===== src/rtl/dmem_arbiter_pkg.sv =====
// Shared types and constants for the data-memory arbiter.
// Grant states, master indices, access-type width and the beat-counter width helper.
package dmem_arbiter_pkg;

    // Grant ownership: nobody, core (M0) or loader/DMA (M1).
    typedef enum logic [1:0] {
        IDLE = 2'd0,
        OWN0 = 2'd1,
        OWN1 = 2'd2
    } arb_state_t;

    // Master indices, also used as the value of the "last owner" flag.
    localparam logic M0 = 1'b0;
    localparam logic M1 = 1'b1;

    // Width of store/load type fields (RV32I funct3).
    localparam int TYPE_W = 3;

    // Counter width for 0..max_burst-1; at least one bit, even for max_burst == 1.
    function automatic int beat_cnt_w(input int max_burst);
        return (max_burst > 1) ? $clog2(max_burst) : 1;
    endfunction

endpackage


===== src/rtl/dmem_arbiter_rr_pick2.sv =====
// Two-way round-robin chooser.
// On a tie the master that did not own the memory most recently wins;
// with a single requester that requester is chosen.
module rr_pick2
    import dmem_arbiter_pkg::*;
(
    input  logic [1:0] req_i,
    input  logic       last_i,
    output logic       sel_o,
    output logic       any_o
);

    // Tie goes to the opposite of the last owner, otherwise to the lone requester.
    always_comb begin
        sel_o = M0;
        any_o = |req_i;
        if (req_i == 2'b11) begin
            sel_o = ~last_i;
        end else if (req_i[1]) begin
            sel_o = M1;
        end
    end

endmodule


===== src/rtl/dmem_arbiter.sv =====
// Two-master arbiter in front of the single data_mem port.
// M0 is the RV32I core, M1 the external loader/DMA. Grant is a Moore function of
// the state register; the owner keeps the port for at most MAX_BURST consecutive
// beats while the other master is waiting. Read data comes back registered, one
// cycle after the read beat, on the owning master's rdata/rvalid.
//
// Handshake: mX_req is held until the beat is accepted. A beat is accepted at the
// rising edge that ends a cycle in which mX_gnt=1 and mX_req=1; mX_stall is simply
// mX_req & ~mX_gnt. A read beat returns data with mX_rvalid=1 for exactly one cycle
// in the following cycle; write beats return nothing.
module dmem_arbiter
    import dmem_arbiter_pkg::*;
#(
    parameter int ADDR_W    = 32,
    parameter int DATA_W    = 32,
    parameter int MAX_BURST = 4,
    localparam int CNT_W    = beat_cnt_w(MAX_BURST)
) (
    input  logic              clk,
    input  logic              reset,

    // Master 0: core
    input  logic              m0_req,
    input  logic              m0_we,
    input  logic [ADDR_W-1:0] m0_addr,
    input  logic [DATA_W-1:0] m0_wdata,
    input  logic [TYPE_W-1:0] m0_store_t,
    input  logic [TYPE_W-1:0] m0_load_t,
    output logic              m0_gnt,
    output logic              m0_stall,
    output logic              m0_rvalid,
    output logic [DATA_W-1:0] m0_rdata,

    // Master 1: loader / DMA
    input  logic              m1_req,
    input  logic              m1_we,
    input  logic [ADDR_W-1:0] m1_addr,
    input  logic [DATA_W-1:0] m1_wdata,
    input  logic [TYPE_W-1:0] m1_store_t,
    input  logic [TYPE_W-1:0] m1_load_t,
    output logic              m1_gnt,
    output logic              m1_stall,
    output logic              m1_rvalid,
    output logic [DATA_W-1:0] m1_rdata,

    // data_mem port
    output logic [ADDR_W-1:0] dAddr,
    output logic [DATA_W-1:0] dWdata,
    output logic              d_wr_en,
    output logic [TYPE_W-1:0] store_type,
    output logic [TYPE_W-1:0] load_type,
    input  logic [DATA_W-1:0] dRdata,

    // Observability
    output arb_state_t        dbg_state_o,
    output logic [CNT_W-1:0]  dbg_beat_cnt_o
);

    // Beat count at which a contested owner must hand over.
    localparam logic [CNT_W-1:0] CNT_MAX = CNT_W'(MAX_BURST - 1);

    arb_state_t        state_q, state_d;
    logic              last_q, last_d;
    logic [CNT_W-1:0]  cnt_q, cnt_d;

    logic              rvalid0_q, rvalid1_q;
    logic [DATA_W-1:0] rdata0_q, rdata1_q;

    logic              pick_sel;
    logic              pick_any;
    logic              beat0, beat1;
    logic              rd_beat0, rd_beat1;

    // Round-robin choice used when leaving IDLE.
    rr_pick2 u_pick (
        .req_i  ({m1_req, m0_req}),
        .last_i (last_q),
        .sel_o  (pick_sel),
        .any_o  (pick_any)
    );

    assign m0_gnt   = (state_q == OWN0);
    assign m1_gnt   = (state_q == OWN1);
    assign m0_stall = m0_req & ~m0_gnt;
    assign m1_stall = m1_req & ~m1_gnt;

    assign beat0    = m0_gnt & m0_req;
    assign beat1    = m1_gnt & m1_req;
    assign rd_beat0 = beat0 & ~m0_we;
    assign rd_beat1 = beat1 & ~m1_we;

    // Next grant state, last-owner flag and burst beat counter.
    always_comb begin
        state_d = state_q;
        last_d  = last_q;
        cnt_d   = cnt_q;

        unique case (state_q)
            IDLE: begin
                if (pick_any) begin
                    state_d = (pick_sel == M1) ? OWN1 : OWN0;
                end
            end
            OWN0: begin
                if (!m0_req) begin
                    state_d = m1_req ? OWN1 : IDLE;
                end else if (m1_req && (cnt_q == CNT_MAX)) begin
                    state_d = OWN1;
                end
            end
            OWN1: begin
                if (!m1_req) begin
                    state_d = m0_req ? OWN0 : IDLE;
                end else if (m0_req && (cnt_q == CNT_MAX)) begin
                    state_d = OWN0;
                end
            end
            default: begin
                state_d = IDLE;
            end
        endcase

        // A new owner starts a fresh burst; the same owner counts its beats,
        // saturating so an uncontested owner can keep the port indefinitely.
        if ((state_d != state_q) && (state_d != IDLE)) begin
            cnt_d  = '0;
            last_d = (state_d == OWN1) ? M1 : M0;
        end else if ((beat0 || beat1) && (cnt_q != CNT_MAX)) begin
            cnt_d = cnt_q + CNT_W'(1);
        end
    end

    // Grant FSM registers.
    always_ff @(posedge clk or negedge reset) begin
        if (!reset) begin
            state_q <= IDLE;
            last_q  <= M1;
            cnt_q   <= '0;
        end else begin
            state_q <= state_d;
            last_q  <= last_d;
            cnt_q   <= cnt_d;
        end
    end

    // Route the owner's request fields to data_mem; nothing is driven in IDLE.
    always_comb begin
        dAddr      = '0;
        dWdata     = '0;
        d_wr_en    = 1'b0;
        store_type = '0;
        load_type  = '0;
        unique case (state_q)
            OWN0: begin
                dAddr      = m0_addr;
                dWdata     = m0_wdata;
                d_wr_en    = m0_req & m0_we;
                store_type = m0_store_t;
                load_type  = m0_load_t;
            end
            OWN1: begin
                dAddr      = m1_addr;
                dWdata     = m1_wdata;
                d_wr_en    = m1_req & m1_we;
                store_type = m1_store_t;
                load_type  = m1_load_t;
            end
            default: begin
                dAddr      = '0;
                dWdata     = '0;
                d_wr_en    = 1'b0;
                store_type = '0;
                load_type  = '0;
            end
        endcase
    end

    // Capture read data for the master whose read beat completes; rdata holds otherwise.
    always_ff @(posedge clk or negedge reset) begin
        if (!reset) begin
            rvalid0_q <= 1'b0;
            rvalid1_q <= 1'b0;
            rdata0_q  <= '0;
            rdata1_q  <= '0;
        end else begin
            rvalid0_q <= rd_beat0;
            rvalid1_q <= rd_beat1;
            if (rd_beat0) begin
                rdata0_q <= dRdata;
            end
            if (rd_beat1) begin
                rdata1_q <= dRdata;
            end
        end
    end

    assign m0_rvalid      = rvalid0_q;
    assign m0_rdata       = rdata0_q;
    assign m1_rvalid      = rvalid1_q;
    assign m1_rdata       = rdata1_q;
    assign dbg_state_o    = state_q;
    assign dbg_beat_cnt_o = cnt_q;

endmodule

===== config.mk =====
export PLATFORM = sky130hd
export DESIGN_NAME = dmem_arbiter
export DESIGN_NICKNAME = d
export VERILOG_FILES = /design/src/rtl/dmem_arbiter_pkg.sv /design/src/rtl/dmem_arbiter_rr_pick2.sv /design/src/rtl/dmem_arbiter.sv
export SDC_FILE = /design/constraint.sdc
export NUM_CORES = 1
export LEC_CHECK = 0
export ABC_AREA = 1
export BUFFER_PORTS_ARGS = -buffer_cell sky130_fd_sc_hd__buf_2
export CORE_AREA = 4 4 122 124
export DETAILED_ROUTE_END_ITERATION = 10
export DIE_AREA = 0 0 126 128
export GPL_TIMING_DRIVEN = 0
export PLACE_DENSITY = 0.65
export SLEW_MARGIN = 10
export SYNTH_ARGS = -nofsm -noshare
export SYNTH_HDL_FRONTEND = slang
export SYNTH_SLANG_ARGS = --single-unit

===== constraint.sdc =====
create_clock -name clk -period 2.2 [get_ports clk]
set_clock_uncertainty 0.2 [all_clocks]
set_input_delay 0.22 -clock clk [delete_from_list [all_inputs] [get_ports clk]]
set_output_delay 0.22 -clock clk [all_outputs]
set_load 0.02 [all_outputs]

==> results.md, run 1 <==
GRT:
- The via count of the first global-routing pass is between 4k and 5k.
- The largest net degree at the start of global routing is 64.
- The total grt overflow is 0.
- The first global-routing pass estimated around 27,000 um of wire.
- The total track usage is a little over a fifth.
- The number of antenna violations at the first check in global routing came to 5.

Timing:
- The number of slew-limit violations in the final report is 0.
- The relative slew slack is ~70%.
- The upper clock frequency limit is around 460 MHz.
- The minimum period implied by the final worst setup slack is ~2200 ps.
- The sum of negative setup slack is 0 ps.
- Setup violations remaining at the end of the flow were counted as 0.
- The least setup slack across all paths after layout is ~36 ps.
- The number of endpoints with negative hold slack in the final report is 0.
- In the finished design, the share of the clock period the worst path needs comes to a little over nine tenths.
- The actual slew at the worst max-slew pin is ~470 ps.
- Setup repair after global routing could not meet its margin everywhere.

Detailed routing:
- The wire length per cell is around 16 um.
- The number of antenna-violating nets in the routed design is 0.
- In the routed design, unresolved DRC markers number 0.
- Summing over every cut layer, the via total after detailed routing is just over 5k.
- The average via count per standard cell is approximately 4.5.
- The first detailed-routing pass took 4 iterations.
- The initial DRC count is about 340.
- The aggregate routed wire length is approximately 18,000 um.

Setup path:
- The capture instance of the worst register-to-register path is m0_rdata[15]$_DFFE_PN0P_.
- The critical path is of the flip-flop to output pin type.
- The delay of the slowest cell on the worst path is between 400 and 500 ps.
- The arrival time of data at the critical path endpoint is ~1700 ps.
- The worst register-to-register path has a depth of 9.
- The worst register-to-register path begins at dbg_state_o[0]$_DFF_PN0_.
- The largest individual stage delay along the critical path comes from the cell sky130_fd_sc_hd__dfrtp_2.
- Walking the worst path, the cells encountered are inv_4 > ha_4 > buf_8 > buf_8 > nand2_1 > a21oi_2 > buf_4.
- The critical path required time is between 1500 and 2000 ps.
- The most frequent cell on the critical path is sky130_fd_sc_hd__buf_8.
- STA classifies the critical path startpoint as a flip-flop.
- In this run the worst path has a maximum fanout of 10.
- The endpoint class of the critical path is an output pin.
- The reg-to-reg setup timing slack is ~120 ps.

Run:
- The total of max-cap violations is 0.

CTS:
- TritonCTS built the clock tree.
- The clock latency reported for the late side of the worst-skew pair is about 330 ps.
- The clock transition at the registers of the reported paths is about 50 ps.
- The tree is rooted in a sky130_fd_sc_hd__clkbuf_16.
- The H-tree depth reported by CTS is 3.
- The number of buffers created by CTS is 9.
- The number of buffers between clock root and the deepest sink is 2.
- The number of clock sinks is 71.

Final layout:
- In the final layout, the share of cells above drive strength 1 is between 50% and 60%.
- The final net count is between 1k and 1.5k.
- In the layout the commonest cells are 275 x sky130_fd_sc_hd__buf_2, 222 x sky130_fd_sc_hd__nand2_1, 69 x sky130_fd_sc_hd__a21oi_2.
- Leaving out fill and tap cells, the most frequent cell in the layout is sky130_fd_sc_hd__buf_2.
- The area growth from synthesis to layout is 90.0%.
- The repair_antennas step left the layout with diodes totalling 0.

Placed design:
- Buffers placed on the I/O ports in this run total 322.
- The wire-length estimate of the detail-placed layout is between 10,000 and 15,000 um.
- Prior to clock tree synthesis, the placed netlist has a worst setup slack of -381 ps.
- At the end of routability-driven placement, the weighted congestion stood at just under 1.

Floorplanning:
- Measured along the y axis, the die boundary spans between 100 and 150 um.
- The number of standard-cell rows in the floorplan is between 40 and 50.
- The die boundary width is about 130 um.
- The area of the die is 16,100 um^2.
- The number of ports placed on the die boundary is between 300 and 400.
- The total area inside the core boundary comes to 13,800 um^2.
- Once the floorplan was initialized, standard cells occupied roughly 28% of the core.

Min path:
- The type of the tightest min-delay check is input pin to flip-flop.
- The worst hold path begins at m1_req.
- Counting instances, the worst hold path has a depth of 3.
- For hold timing, the worst endpoint is m1_rvalid$_DFF_PN0_.

Synth:
- For this run, the number of Yosys warnings is 0.
- Ranked by total cell area, the synthesized netlist is headed by sky130_fd_sc_hd__dfrtp_1 46%, sky130_fd_sc_hd__nand2_1 22%, sky130_fd_sc_hd__a21oi_1 9.3%.
- In this run the biggest area consumer among cell types represents 45.7% of the synthesized area.
- The sequential share of the synthesized area is 46.4%.
- The cell count after synthesis came out at ~550.
- The post-synth design cell area is approximately 3800 um^2.
- The synthesized flop and latch total is 71.
- The number of library cell types mapped by synthesis is 22.
- sky130_fd_sc_hd__dfrtp_1 takes more of the synthesized area than any other cell.
- The synthesized net count is approximately 730.
- Dividing the synthesized area by the synthesized cell count gives between 7 and 8 um^2.

Run status:
- The flow ran to the end, and the final reports show no timing, DRC or antenna violations.

Power:
- The maximum ir drop on the vdd rail is roughly 0.70 mV.
- The power per cell area is roughly 1500 nW/um^2.
- The static leakage is about 3.8 nW.
-- metal layers --
metal  track usage [%]  share of wire (%)  vias to the layer above
met5                 0               0.41                        -
met4              4.73                1.6                       10
met3              6.29                7.4                       34
met2              34.7                 48                      199
met1              27.2                 42                     2299
li1                  -                  -                     2489
-- how the worst max path moves through the flow --
stage	cells after the start	endpoint	startpoint	slack, ps
CTS	7	d_wr_en	dbg_state_o[1]$_DFF_PN0_	5
finish	7	dWdata[5]	dbg_state_o[1]$_DFF_PN0_	40
floorplan	6	dWdata[22]	dbg_state_o[0]$_DFF_PN0_	4
global route	7	dWdata[5]	dbg_state_o[1]$_DFF_PN0_	-20
detailed placement	7	load_type[1]	dbg_state_o[0]$_DFF_PN0_	-380
global placement	7	load_type[1]	dbg_state_o[0]$_DFF_PN0_	-400
-- sequential cells by signal, indices dropped and copies added (netlist names) --
signal          flops
dbg_state_o         2
last_q              1
m0_rdata           32
dbg_beat_cnt_o      2
m1_rdata           32
m0_rvalid           1
m1_rvalid           1
-- per-stage QoR --
| step | utilization, % | total power, W | cell area [um^2] | cells | hold slack (ps) |
|---|---|---|---|---|---|
| 6_report | 52.8 | 0.0106 | 7280 | 1113 | 21.5 |
| 5_1_grt | 52.8 | 0.0112 | 7280 | 1113 | 38.0 |
| 4_1_cts | 51.5 | 0.0103 | 7090 | 1109 | 16.4 |
| 3_5_place_dp | 43.3 | 0.00776 | 5960 | 1048 | -140 |
| 3_3_place_gp | 43.1 | 0.00770 | 5930 | 1047 | 218 |
| 2_1_floorplan | - | 0.00578 | 4090 | 545 | -276 |
-- cells in the mapped netlist, drive strengths merged --
library cell    n
dfrtp          70
buf            14
a21oi          71
mux2            1
o211ai          1
inv            48
clkinv          1
ha              5
nand2         228
o21bai          1
dfstp           1
nand3           7
clkbuf         21
nor2           11
o21ai          64
xor2            1
-- power by group --
| part | switching [W] | internal (W) |
|---|---|---|
| Clock | 0.000522 | 0.000844 |
| Combinational | 0.00413 | 0.00283 |
| Sequential | 0.000334 | 0.00193 |
-- critical path: cells and delay by family (launching register included) --
kind	cells	cell delay (ps)
flip-flops	1	460
AO/OA/AOI/OAI	1	160
AND/OR/NAND/NOR	1	80
buffers and inverters	4	540
adder cells (fa/ha/maj)	1	160
-- final cells by class --
type	count	area (um^2)
fill	1358	6490
timing repair buffer	373	2300
multi-input combinational	390	2050
sequential	71	1780
buffer	35	450
clock buffer	12	267
tap	180	225
inverter	49	194
clock inverter	3	17.5
-- repair_timing --
action / CTS / global route
cloned: 3 / 1
endpoints found under the hold margin: 136 / 0
pin swaps: 0 / 11
setup endpoints to repair: 106 / 76
buffers inserted: 8 / 4
hold buffers: 35 / 0
resized for setup: 120 / 55
-- kinds of logic (layout without fill, tap and decap cells) --
kind of cell,after synthesis,count (layout),share of synthesized area [%]
AOI/OAI and AO/OA,137,137,18.1
xor gates and xnor gates,1,1,0.229
adders and majority gates,5,5,1.63
buffers and inverters,84,472,8.62
DFF,71,71,46.4
muxes,1,1,0.294
and+or+nand+nor,246,246,24.7
Power figures use the tool's default switching activity.
==> run 2: changes to the inputs <==
--- a/config.mk
+++ b/config.mk
@@ -6,12 +6,13 @@
 export NUM_CORES = 1
 export LEC_CHECK = 0
 export ABC_AREA = 1
-export BUFFER_PORTS_ARGS = -buffer_cell sky130_fd_sc_hd__buf_2
 export CORE_AREA = 4 4 122 124
 export DETAILED_ROUTE_END_ITERATION = 10
 export DIE_AREA = 0 0 126 128
+export DONT_BUFFER_PORTS = 1
 export GPL_TIMING_DRIVEN = 0
-export PLACE_DENSITY = 0.65
+export PLACE_DENSITY = 0.45
+export REMOVE_ABC_BUFFERS = 1
 export SLEW_MARGIN = 10
 export SYNTH_ARGS = -nofsm -noshare
 export SYNTH_HDL_FRONTEND = slang
==> run 2 against run 1 <==
Against the previous run:
- the flow now finishes with violations (setup timing)
- setup slack got worse by 200 ps
- die area unchanged
- clock power grew 13%
- largest power group unchanged
- highest routed layer is now met4
==> results.md, run 2 (synthesis results as in run 1) <==
Final layout:
- Relative to the synthesized area, the layout overhead comes to 63.8%.
- The count of non-filler cells in the finished layout is 780 (-30%).
- The leading cell type in the layout, fill and taps excluded is sky130_fd_sc_hd__nand2_1.
- The final net count is 775 (-30%).
- The top cell types in the final layout, fill and taps aside, are 180 x sky130_fd_sc_hd__nand2_1, 71 x sky130_fd_sc_hd__a21oi_4, 68 x sky130_fd_sc_hd__dfrtp_1.
- The ratio of cells with drive above 1 in the final layout was 31.2% (-20 points).
- The fill cell total of the finished layout is 1,303 (-4.1%).

CTS:
- The clock latency reported for the late side of the worst-skew pair is 320 ps (about the same).
- The clock transition at the registers of the reported paths is 60 ps (about the same).
- The number of buffers between clock root and the deepest sink is 2 (unchanged).
- The H-tree depth reported by CTS is 3 (unchanged).
- TritonCTS built the clock tree.
- The number of buffers created by CTS is 9 (unchanged).
- The cell sitting at the root of the clock tree is a sky130_fd_sc_hd__clkbuf_16.
- The number of clock sinks is 71 (unchanged).

Timing:
- The upper clock frequency limit came to 423 MHz (-8.4%).
- The worst hold slack came to 57.9 ps (+36.4 ps).
- Setup repair after global routing could not meet its margin everywhere.
- The relative slew slack is 71.1% (+2.5 points).
- The post-route fraction of the period consumed by the critical path was 107% (+9.1 points).
- The least setup slack across all paths after layout came to -163 ps (-199 ps).
- The minimum period implied by the final worst setup slack was 2360 ps (+199 ps).
- The number of endpoints with negative hold slack in the final report was 0 (unchanged).
- The number of slew-limit violations in the final report is 0 (unchanged).
- The total of endpoints with negative setup slack in the final report is 71 (+71).
- The actual slew at the worst max-slew pin is 434 ps (-37.6 ps).

Detailed routing:
- The total via count after detailed routing is 3,990 (-21%).
- The number of antenna-violating nets in the routed design is 0 (unchanged).
- The iteration count of the initial detailed-routing pass came to 4 (unchanged).
- The remaining design rule violation count is 0 (unchanged).
- The wire length per cell is 22.8 um (+42%).
- The average via count per standard cell is 5.12 (+13%).
- The aggregate routed wire length is 17,800 um (-0.37%).
- The initial DRC count is 280 (-16%).

GRT:
- The via count of the first global-routing pass is 4,066 (-18%).
- The largest net degree at the start of global routing came to 72 (+13%).
- The total grt overflow came to 0 (unchanged).
- The global-route wire length before repair is 25,400 um (-5.5%).
- The total track usage is 20.7% (-0.24 points).
- The number of antenna violations at the first check in global routing came to 3 (-2).

Setup path:
- The startpoint of the most critical register-to-register path is dbg_state_o[1]$_DFF_PN0_.
- The critical path required time is 1780 ps (about the same).
- The worst setup path is launched from a flip-flop.
- The critical-path maximum fanout is 8 (-2).
- The start point of the critical path is dbg_state_o[1]$_DFF_PN0_.
- The worst setup path is of the flip-flop to output pin kind.
- The worst setup path is captured at an output pin.
- The arrival time of data at the critical path endpoint is 1940 ps (+200 ps).

Placed design:
- The number of I/O port buffers is 0 (-100%).
- The setup slack at placement was -599 ps (-218 ps).
- The HPWL reported at the end of detailed placement is 11,200 um (-18%).
- The global placement routability congestion is 0.844 (-13%).
- The count of placed standard cells including taps is 692 (-34%).

Floorplanning:
- The starting density of the core was 27.8% (unchanged).
- The die boundary width is 126 um (unchanged).
- The standard cell core area was 13,800 um^2 (unchanged).
- The number of standard-cell rows in the floorplan is 43 (unchanged).
- The area of the die is 16,100 um^2 (unchanged).
- The number of ports placed on the die boundary came to 323 (unchanged).
- The die boundary height came to 128 um (unchanged).

Min path:
- The worst hold path begins at m1_req.
- The type of the tightest min-delay check is input pin to flip-flop.

Run:
- The total of max-cap violations came to 0 (unchanged).

Power:
- The static leakage was 2.53 nW (-33%).
- The power per cell area is 1690 nW/um^2 (+16%).
- The maximum ir drop on the vdd rail came to 1.09 mV (+57%).
- The sum of internal, switching and leakage power is 0.0106 W (about the same).

Run status:
- The run finished, with violations left.
- The checks that failed: setup timing.
[run 2: repair_timing]
| item | 4_1_cts | 5_1_grt |
|---|---|---|
| hold buffers | 38 | 0 |
| pin swaps | 38 | 24 |
| setup endpoints to repair | 141 | 114 |
| setup buffers | 19 | 2 |
| gates resized for setup | 224 | 39 |
| endpoints found under the hold margin | 137 | 0 |
| gates cloned | 8 | 2 |
[run 2: routing by layer]
layer	up-vias	part of all wire, %	GRT usage [%]
met4	0	3.2	7.26
met2	239	48	34.6
met1	1911	39	26.0
met5	-	0	0
li1	1815	-	-
met3	25	9.6	5.54
[run 2: where the power goes]
part	leakage (nW)	switching, W	internal [W]
logic	1.49	0.00381	0.00201
clock network	0.149	0.000553	0.000998
registers	0.888	0.00129	0.00192
total	2.53	0.00565	0.00493
[run 2: worst max-delay path, cell delays in order (launching register included)]
cell                       delay, ps
sky130_fd_sc_hd__dfrtp_4         570
sky130_fd_sc_hd__clkinv_4         90
sky130_fd_sc_hd__ha_4            300
sky130_fd_sc_hd__buf_6           190
sky130_fd_sc_hd__buf_6           140
sky130_fd_sc_hd__nand2_4          60
sky130_fd_sc_hd__a21oi_4         260
[run 2: path summary, 6_finish.rpt]
check	cells past startpoint	endpoint	slack, ps
setup / recovery	6	dAddr[22]	-160
hold / removal	5	dbg_state_o[0]$_DFF_PN0_	60
setup reg to reg	13	dbg_beat_cnt_o[0]$_DFFE_PN0P_	50
hold reg to reg	2	last_q$_DFFE_PN1P_	300
max in group asynchronous	2	last_q$_DFFE_PN1P_	1230
min in group asynchronous	2	m0_rdata[23]$_DFFE_PN0P_	240
[run 2: layout make-up]
class / instances / area [um^2] / area share, %
Antenna cell: 3 / 7.51 / 0.120
Clock buffer: 10 / 229 / 3.65
Clock inverter: 6 / 92.6 / 1.48
Inverter: 49 / 218 / 3.47
Multi-Input combinational cell: 390 / 2760 / 43.9
Sequential cell: 71 / 1780 / 28.4
Tap cell: 180 / 225 / 3.59
Timing Repair Buffer: 69 / 927 / 14.8
Timing Repair inverter: 2 / 36.3 / 0.578
[run 2: per-stage QoR]
stage	cell area, um^2	setup TNS, ps	utilization [%]
6_report	6270	-7920	45.6
5_1_grt	6270	-12770	45.6
4_1_cts	6100	-6480	44.3
3_5_place_dp	3950	-63780	28.7
3_3_place_gp	3910	-235630	28.4
2_1_floorplan	3680	-127110	-
==> run 3: changes to the inputs <==
--- a/config.mk
+++ b/config.mk
@@ -5,10 +5,10 @@
 export SDC_FILE = /design/constraint.sdc
 export NUM_CORES = 1
 export LEC_CHECK = 0
-export ABC_AREA = 1
-export CORE_AREA = 4 4 122 124
+export ABC_AREA = 0
+export CORE_AREA = 4 4 124 126
 export DETAILED_ROUTE_END_ITERATION = 10
-export DIE_AREA = 0 0 126 128
+export DIE_AREA = 0 0 128 130
 export DONT_BUFFER_PORTS = 1
 export GPL_TIMING_DRIVEN = 0
 export PLACE_DENSITY = 0.45
==> run 3 against run 2 <==
Against the previous run:
- the flow still finishes with violations (setup timing)
- non-clock buffer count is 11 higher
- clock power is 13% higher
- sequential power is 3% higher
- wire length is 11% higher
- largest cell class unchanged
- core utilization is 3.0 points lower
- combinational power is 9.3% higher
- final area is 2.9% lower
- register-to-register slack worse by 420 ps
- final cell count is 5.8% lower
==> results.md, run 3 <==
Synth:
- The synthesized flop and latch total is 71 (unchanged).
- The most common flop cell mapped by yosys is sky130_fd_sc_hd__dfrtp_1.
- The post-synth design cell area is 4000 um^2 (+4.4%).
- sky130_fd_sc_hd__dfrtp_1 takes more of the synthesized area than any other cell.
- The share of synthesized registers carrying an async set or reset is 100% (unchanged).
- The number of library cell types mapped by synthesis is 36 (+64%).
- The sequential share of the synthesized area is 44.4% (-2.0 points).
- The number of standard cells after synthesis is 491 (-9.9%).
- The mean cell area of the mapped netlist is 8.15 um^2 (+16%).
- By count the netlist is led by 197 x sky130_fd_sc_hd__nand2_1, 71 x sky130_fd_sc_hd__nor2b_1, 70 x sky130_fd_sc_hd__a22oi_1, 70 x sky130_fd_sc_hd__dfrtp_1, 30 x sky130_fd_sc_hd__clkbuf_1.
- By area the synthesized netlist is led by sky130_fd_sc_hd__dfrtp_1 44%, sky130_fd_sc_hd__nand2_1 18%, sky130_fd_sc_hd__a22oi_1 13%.
- The number of synthesized flops with an enable pin is 0 (unchanged).
- The fraction of post-synthesis cell area in the top cell type by area was 43.8% (-1.9 points).
- The number of warnings reported in the yosys synthesis log was 0 (unchanged).
- Yosys instantiated no cell more often than sky130_fd_sc_hd__nand2_1.

Setup path:
- The category of the worst setup path launch point is a flip-flop.
- The arrival time of data at the critical path endpoint is 2610 ps (+670 ps).
- The critical path required time was 2240 ps (+460 ps).
- The startpoint identified for the worst register-to-register timing path is dbg_state_o[1]$_DFF_PN0_.
- The critical-path maximum fanout is 7 (-1).
- The endpoint class of the critical path is a flip-flop.
- The setup path with the least slack is of type flip-flop to flip-flop.
- The most critical setup path has its startpoint at dbg_state_o[1]$_DFF_PN0_.

Timing:
- The minimum period implied by the final worst setup slack is 2570 ps (+209 ps).
- The total of endpoints with negative setup slack in the final report is 90 (+27%).
- The upper clock frequency limit is 389 MHz (-8.1%).
- The actual slew at the worst max-slew pin is 439 ps (+4.86 ps).
- The post-route fraction of the period consumed by the critical path came to 117% (+9.5 points).
- The sum of negative setup slack is -19,690 ps (-11,760 ps).
- The number of slew-limit violations in the final report is 0 (unchanged).
- The number of endpoints with negative hold slack in the final report is 0 (unchanged).
- Setup repair after global routing could not meet its margin everywhere.
- The relative slew slack came to 70.6% (-0.46 points).
- The worst hold slack is 94.9 ps (+37.0 ps).
- The least setup slack across all paths after layout is -372 ps (-209 ps).

Final layout:
- The area growth from synthesis to layout is 52.3%.
- The fill cell total of the finished layout is 1,344 (+3.1%).
- The final instance area is 6090 um^2 (-2.9%).
- The final net count was 730 (-5.8%).
- The top cell types in the final layout, fill and taps aside, are 196 x sky130_fd_sc_hd__nand2_1, 71 x sky130_fd_sc_hd__nor2b_4, 68 x sky130_fd_sc_hd__dfrtp_1.
- The library cell used most frequently in the layout, excluding fill and tap cells, is sky130_fd_sc_hd__nand2_1.
- The antenna diode instance count is 0 (-3).
- The ratio of cells with drive above 1 in the final layout is 32.1% (+0.97 points).

GRT:
- The largest net degree at the start of global routing was 72 (unchanged).
- The total grt overflow was 0 (unchanged).
- The number of antenna violations at the first check in global routing is 0 (-3).
- The global-route wire length before repair was 25,900 um (+1.7%).
- The total track usage came to 21.3% (+0.54 points).
- The via count of the first global-routing pass was 3,937 (-3.2%).

Placed design:
- The setup slack at placement is -1810 ps (-1210 ps).
- The post-placement cell area is 4090 um^2 (+3.4%).
- The number of I/O port buffers is 0 (unchanged).
- The global placement routability congestion is 0.843 (about the same).
- The HPWL reported at the end of detailed placement came to 11,100 um (-0.89%).

CTS:
- The clock tree root buffer cell is sky130_fd_sc_hd__clkbuf_16.
- The number of clock sinks is 71 (unchanged).
- The number of buffers between clock root and the deepest sink is 2 (unchanged).
- The H-tree depth reported by CTS was 3 (unchanged).
- The clock latency reported for the late side of the worst-skew pair is 320 ps (about the same).
- The number of buffers created by CTS is 9 (unchanged).
- The clock transition at the registers of the reported paths is 50 ps (about the same).
- The TritonCTS clock tree is built.

Detailed routing:
- The wire length per cell was 26.8 um (+18%).
- The aggregate routed wire length is 19,700 um (+11%).
- The iteration count of the initial detailed-routing pass was 4 (unchanged).
- The total via count after detailed routing is 3,984 (-0.15%).
- The number of antenna-violating nets in the routed design was 0 (unchanged).
- The initial DRC count is 268 (-4.3%).
- The average via count per standard cell is 5.42 (+6.0%).
- The remaining design rule violation count is 0 (unchanged).

Run:
- The total of max-cap violations is 0 (unchanged).

Min path:
- The type of the tightest min-delay check is input pin to flip-flop.
- The launch point of the worst hold path is m0_req.

Power:
- The switching portion of total power was 45.5% (-7.9 points).
- The cell-internal power came to 0.00623 W (+26%).
- The total net switching power is 0.00520 W (-8.0%).
- The combinational share of power is 55.7% (+0.7 points).
- The sequential share of power came to 29.0% (-1.4 points).
- The clock share of power came to 15.3% (+0.7 points).
- The static leakage is 2.71 nW (+7.4%).
- The power per cell area was 1880 nW/um^2 (+11%).
- The maximum ir drop on the vdd rail was 0.750 mV (-31%).

Floorplanning:
- The die boundary height is 130 um (+1.6%).
- The number of ports placed on the die boundary is 323 (unchanged).
- The number of standard-cell rows in the floorplan was 44 (+2.3%).
- The area of the die is 16,600 um^2 (+3.2%).
- The die boundary width came to 128 um (+1.6%).
- The standard cell core area is 14,300 um^2 (+3.9%).
- The starting density of the core is 27.9% (+0.14 points).

Run status:
- The flow ran to the end, but the final reports show violations.
- The checks that failed: setup timing.
==> run 3: path summary, 6_finish.rpt <==
| check | to | depth (start not counted) | slack, ps |
|---|---|---|---|
| min in group asynchronous | m1_rdata[16]$_DFFE_PN0P_ | 2 | 220 |
| worst min register to register | m0_rdata[29]$_DFFE_PN0P_ | 2 | 420 |
| max in group asynchronous | last_q$_DFFE_PN1P_ | 2 | 1220 |
| worst min-delay path | dbg_state_o[0]$_DFF_PN0_ | 2 | 90 |
| worst max register to register | last_q$_DFFE_PN1P_ | 8 | -370 |
| worst max-delay path | last_q$_DFFE_PN1P_ | 8 | -370 |
==> run 3: metrics by stage <==
| stage | utilization [%] | power (W) | instances |
|---|---|---|---|
| floorplan | - | 0.00578 | 452 |
| global placement | 28.4 | 0.00660 | 636 |
| detailed placement | 28.6 | 0.00667 | 636 |
| CTS | 41.3 | 0.0109 | 726 |
| global route | 42.6 | 0.0120 | 735 |
| finish | 42.6 | 0.0114 | 735 |
==> run 3: final cells by class <==
| class | count | area, um^2 | share of cell area (%) |
|---|---|---|---|
| Multi-Input combinational cell | 379 | 2760 | 45.3 |
| Sequential cell | 71 | 1780 | 29.2 |
| Timing Repair Buffer | 80 | 922 | 15.1 |
| Tap cell | 184 | 230 | 3.78 |
| Clock buffer | 9 | 225 | 3.70 |
| Clock inverter | 6 | 134 | 2.20 |
| Inverter | 4 | 28.8 | 0.472 |
| Timing Repair inverter | 2 | 15.0 | 0.246 |
==> run 3: kinds of logic after synthesis <==
logic type / Yosys count / synth area share [%]
xor+xnor: 1 / 0.219
fa+ha+maj: 5 / 1.56
compound gates: 88 / 16.8
buf+inv: 43 / 4.60
mux: 2 / 0.500
simple gates: 281 / 31.9
flops: 71 / 44.4
==> run 3: per-layer routing <==
layer | track usage [%] | vias to the layer above | part of all wire, %
li1 | - | 1746 | -
met4 | 7.74 | 0 | 3.0
met2 | 36.4 | 252 | 51
met5 | 0 | - | 0
met1 | 25.6 | 1949 | 38
met3 | 6.02 | 37 | 8.2
==> run 3: power by group through the flow <==
stage                     sequential, W  combinational (W)  clock [W]
final                           0.00331            0.00636    0.00175
after CTS                       0.00333            0.00580    0.00180
after global placement          0.00333            0.00326          0
after floorplan                 0.00309            0.00268          0
after detailed placement        0.00332            0.00334          0
after global routing            0.00339            0.00672    0.00186
==> run 3: what timing repair did <==
| action | in CTS | in global routing |
|---|---|---|
| gates resized for setup | 186 | 12 |
| hold endpoints to repair | 136 | 0 |
| setup buffers | 35 | 6 |
| pin swaps | 11 | 4 |
| gates cloned | 5 | 5 |
| hold buffers | 35 | 0 |
| setup endpoints to repair | 146 | 140 |
==> run 3: critical path, cell delays in order, from the launching register on <==
cell and delay (ps):
sky130_fd_sc_hd__dfrtp_2 550, sky130_fd_sc_hd__clkinvlp_4 200, sky130_fd_sc_hd__ha_4 250, sky130_fd_sc_hd__buf_8 140, sky130_fd_sc_hd__and2b_4 290, sky130_fd_sc_hd__a21boi_2 70
sky130_fd_sc_hd__a211o_1 310, sky130_fd_sc_hd__nor2b_4 160, sky130_fd_sc_hd__a221o_1 330
